## config.mk

```make
export PLATFORM = sky130hd
export DESIGN_NAME = mul_add_seq
export DESIGN_NICKNAME = d
export VERILOG_FILES = /design/src/rtl/mul_add_seq.sv
export SDC_FILE = /design/constraint.sdc
export NUM_CORES = 1
export LEC_CHECK = 0
export ABC_AREA = 1
export BUFFER_PORTS_ARGS = -buffer_cell sky130_fd_sc_hd__buf_2
export CAP_MARGIN = 20
export CORE_ASPECT_RATIO = 1.25
export CORE_MARGIN = 1
export CORE_UTILIZATION = 45
export CTS_CLUSTER_SIZE = 28
export DETAILED_ROUTE_END_ITERATION = 6
export PLACE_DENSITY_LB_ADDON = 0.12
export SYNTH_ARGS = -nofsm -noshare
export SYNTH_HDL_FRONTEND = slang
export SYNTH_SLANG_ARGS = --single-unit
export TNS_END_PERCENT = 50
```

## constraint.sdc

```tcl
create_clock -name clk -period 2.9 [get_ports clk]
set_input_delay 0.435 -clock clk [delete_from_list [all_inputs] [get_ports clk]]
set_output_delay 0.435 -clock clk [all_outputs]
set_load 0.05 [all_outputs]
```

## src/rtl/mul_add_seq.sv

```systemverilog
// mul_add_seq: sequential shift-add multiply-accumulate, p = q*b + r (unsigned).
// Latency: start accepted at edge N -> done high in the cycle after edge N+WIDTH+1.
// Backpressure: start is dropped while busy or done; optional r>=b flag via MULADD_RCHECK_EN.
module mul_add_seq #(
  parameter int WIDTH = 6
) (
  input  logic               clk,
  input  logic               rst,
  input  logic               start,
  input  logic [WIDTH-1:0]   q,
  input  logic [WIDTH-1:0]   b,
  input  logic [WIDTH-1:0]   r,
  output logic               busy,
  output logic               done,
  output logic [2*WIDTH-1:0] p
`ifdef MULADD_RCHECK_EN
  ,
  output logic               err
`endif
);

  localparam int PW = 2 * WIDTH;
  localparam int CW = (WIDTH > 1) ? $clog2(WIDTH) : 1;

  typedef enum logic [1:0] {
    IDLE = 2'd0,
    LOAD = 2'd1,
    RUN  = 2'd2,
    DONE = 2'd3
  } state_t;

  state_t            state;
  state_t            state_nxt;
  logic [WIDTH-1:0]  q_reg;
  logic [WIDTH-1:0]  b_reg;
  logic [WIDTH-1:0]  r_reg;
  logic [PW-1:0]     acc;
  logic [PW-1:0]     addend;
  logic [PW-1:0]     sum;
  logic [CW-1:0]     cnt;
  logic              last;

  // One partial product per RUN cycle: b shifted by the current multiplier bit position.
  always_comb begin
    addend = '0;
    if (q_reg[cnt]) addend = {{WIDTH{1'b0}}, b_reg} << cnt;
    sum  = acc + addend;
    last = (cnt == CW'(WIDTH - 1));
  end

  // State register; reset wins over everything, discarding any operation in flight.
  always_ff @(posedge clk) begin
    if (rst) state <= IDLE;
    else     state <= state_nxt;
  end

  // Next-state and handshake outputs.
  always_comb begin
    state_nxt = state;
    busy      = 1'b0;
    done      = 1'b0;
    case (state)
      IDLE: if (start) state_nxt = LOAD;
      LOAD: begin
        busy      = 1'b1;
        state_nxt = RUN;
      end
      RUN: begin
        busy = 1'b1;
        if (last) state_nxt = DONE;
      end
      DONE: begin
        done      = 1'b1;
        state_nxt = IDLE;
      end
      default: state_nxt = IDLE;
    endcase
  end

  // Datapath: latch operands on accept, accumulate during RUN, publish the result
  // on the last RUN edge so p is already valid while done is high.
  always_ff @(posedge clk) begin
    if (rst) begin
      q_reg <= '0;
      b_reg <= '0;
      r_reg <= '0;
      acc   <= '0;
      cnt   <= '0;
      p     <= '0;
    end else begin
      case (state)
        IDLE: begin
          if (start) begin
            q_reg <= q;
            b_reg <= b;
            r_reg <= r;
            acc   <= {{WIDTH{1'b0}}, r};
            cnt   <= '0;
          end
        end
        RUN: begin
          acc <= sum;
          cnt <= cnt + 1'b1;
          if (last) p <= sum;
        end
        default: ;
      endcase
    end
  end

`ifdef MULADD_RCHECK_EN
  // Remainder sanity flag: a valid division remainder is strictly below the divisor.
  always_ff @(posedge clk) begin
    if (rst)                      err <= 1'b0;
    else if (state == RUN && last) err <= (r_reg >= b_reg);
  end
`endif

endmodule

```

==> results_dict.tcl <==
set metrics [dict create \
    status "finished, final reports clean" \
    finalHoldViolCount 0 \
    area_growth_pct 11.88 \
    place_hpwl_um 4921 \
    worst_slew_pin_slew_ns 0.8533 \
    yosysTopAreaCell "dfxtp_1" \
    start_util_pct 47.26 \
    ys_async_sr_fraction_pct 0 \
    synth.avg_cell_area_um2 6.574 \
    io_buffers 34 \
    ys_ff_latch 41 \
    grt_pass1_wl_um 10780 \
    cts_buffers 5 \
    avgRoutedWirePerCell_um 13.01 \
    fp.dieH_um 86.82 \
    viasPerCell 5.100 \
    nets 464 \
    coreArea_um2 5480 \
    reg2reg_to "p[5]" \
    grt_max_degree 33 \
    min_delay_path_depth 3 \
    grt-ovfl-total 0 \
    critPathKind "flop to flop" \
    dr.pass1.iters 4 \
    final_common_cell "nand2_1" \
    syn_inst 394 \
    min_period_ns 2.586 \
    finalMaxSlewViolations 0 \
    synth_area_um2 2590 \
    drive_gt1_share_pct 15.93 \
    n_antenna_cell 0 \
    final_cells 491 \
    fillCellCount 564 \
    grt_pass1_vias 2419 \
    drc 0 \
    routed_wl_um 6388 \
    hold_path_end "b_reg[5]" \
    fin_crit_sh_pct 89.18 \
    p_per_area_nw_per_um2 712.7 \
    rsz0062_at_grt "false" \
    final_antenna_net_count 0 \
    clock_skew_ns 0.008390 \
    rows 30 \
    syn-num-nets 432 \
    cap_violations 0 \
    antenna_found_initial 0 \
    cts_root_buf "clkbuf_8" \
    start_kind "flop" \
    drtIter0Drc 120 \
    vias 2504 \
    hold_class "primary input to flop" \
    r2r_setup_slack_ns 0.31 \
    cts.clk_slew.worst_paths_ns 0.09 \
    synth_cell_types 39 \
    ys_top_cells_by_area "dfxtp_1, nand2_1, ha_1, o21ai_0, inv_1" \
    worstReg2RegStart "cnt[1]" \
    leakagePower_nw 1.528 \
    cts_buffer_depth 2 \
    io_pins 35 \
    die_x_um 69.86 \
    synth_top_area_share_pct 31.69 \
    placed_cells 483 \
    path_max_fanout 12 \
    rr_worst_depth 15 \
    ctsHoldBuffers 0 \
    cts.sinks 41 \
    hold_start "b[5]" \
    tns_ns 0 \
    ys_warn_count 0 \
    seq_area_frac_synth_pct 31.69 \
    cts_tree "yes" \
    peakVddDrop_v 0.0004782 \
    holdWs_ns 0.3780 \
    max_freq_mhz 386.7 \
    grt_util_all_layers_pct 22.71 \
    slew_headroom_pct 43.05 \
    arrival_ns 2.84 \
    setup_viol 0 \
    clk-insertion-delay-late_ns 0.30 \
    ys.flop_type "dfxtp_1" \
    die-area_um2 6065 \
    layout_common_cells "nand2_1, inv_1, nor2_1" \
    place_congestion 1.016 \
    synth_edf_count 0 \
    reg_top3 "acc (12), p (12)" \
    cp-end-kind "flop" \
    htreeDepth 2 \
    cp.required_ns 3.15 \
]
==> worst max-delay path by stage <==
| stage | from | endpoint | slack [ns] |
|---|---|---|---|
| final | cnt[1] | p[5] | 0.31 |
| after detailed placement | cnt[1] | acc[4] | 0.14 |
| after global placement | cnt[1] | p[5] | 0.14 |
| after floorplan | cnt[0] | p[6] | 0.63 |
| after CTS | cnt[1] | acc[4] | 0.12 |
| after global routing | cnt[1] | acc[4] | 0.02 |
==> power by group <==
part / internal, mW / switching [mW]
sequential: 0.664 / 0.0763
clock: 0.193 / 0.220
combinational: 0.287 / 0.624
total: 1.14 / 0.921
==> through the flow <==
step	setup WS (ns)	instance area (um2)	utilization (%)	power (mW)
2_1_floorplan	0.6268	2590	-	1.414
3_3_place_gp	0.1376	2791	50.94	1.648
3_5_place_dp	0.1432	2791	50.94	1.652
4_1_cts	0.1203	2888	52.69	2.066
5_1_grt	0.02219	2898	52.88	2.227
6_report	0.3137	2898	52.88	2.065
==> routing by layer <==
metal | GRT usage, % | share of wire [%]
met1 | 24.12 | 42
met4 | 16.18 | 5.6
met2 | 40.56 | 50
met3 | 3.953 | 3.0
met5 | 0 | 0
==> cells in the mapped netlist (all sizes together) (2+ instances only) <==
| library cell | number |
|---|---|
| nor2 | 45 |
| o22ai | 2 |
| nand4 | 3 |
| a21o | 3 |
| nand3 | 20 |
| nand3b | 2 |
| xor2 | 3 |
| dfxtp | 41 |
| nor3 | 4 |
| buf | 9 |
| o21bai | 3 |
| o21ai | 44 |
| clkbuf | 4 |
| ha | 16 |
| a31oi | 2 |
| inv | 52 |
| a21oi | 26 |
| nand2 | 106 |
==> area by class of cell <==
type / instances / area (um2) / area share, %
tap: 64 / 80.08 / 2.763
inverter: 53 / 198.9 / 6.865
clock inverter: 2 / 13.76 / 0.4750
sequential: 41 / 823.3 / 28.41
multi-input combinational: 287 / 1499 / 51.73
clock buffer: 6 / 82.58 / 2.850
timing repair buffer: 38 / 200.2 / 6.908
==> critical path: stages, from the launching register on <==
cell and delay, ns:
dfxtp_2 0.45, inv_2 0.13, nor2_1 0.11, o21ai_0 0.08, a21oi_1 0.18, nor2_2 0.09, nor3_1 0.32, ha_1 0.32
nand3_1 0.10, nand3_2 0.13, a21oi_1 0.20, inv_1 0.06, nand2_1 0.07, nand2_1 0.10, a21o_1 0.17, inv_1 0.04
==> cell families after synthesis <==
family | after synthesis | synth area share, %
and+or+nand+nor | 182 | 29.32
buffers and inverters | 66 | 10.72
AOI/OAI and AO/OA | 83 | 17.73
DFF | 41 | 31.69
xor gates and xnor gates | 4 | 1.643
adders and majority gates | 17 | 8.502
muxes | 1 | 0.3865
==> timing repair <==
item | 4_1_cts | 5_1_grt
buffers inserted | 0 | 0
endpoints found under the setup margin | 0 | 17
resized for setup | 0 | 3
No activity file was read; power rests on OpenSTA's default activity.
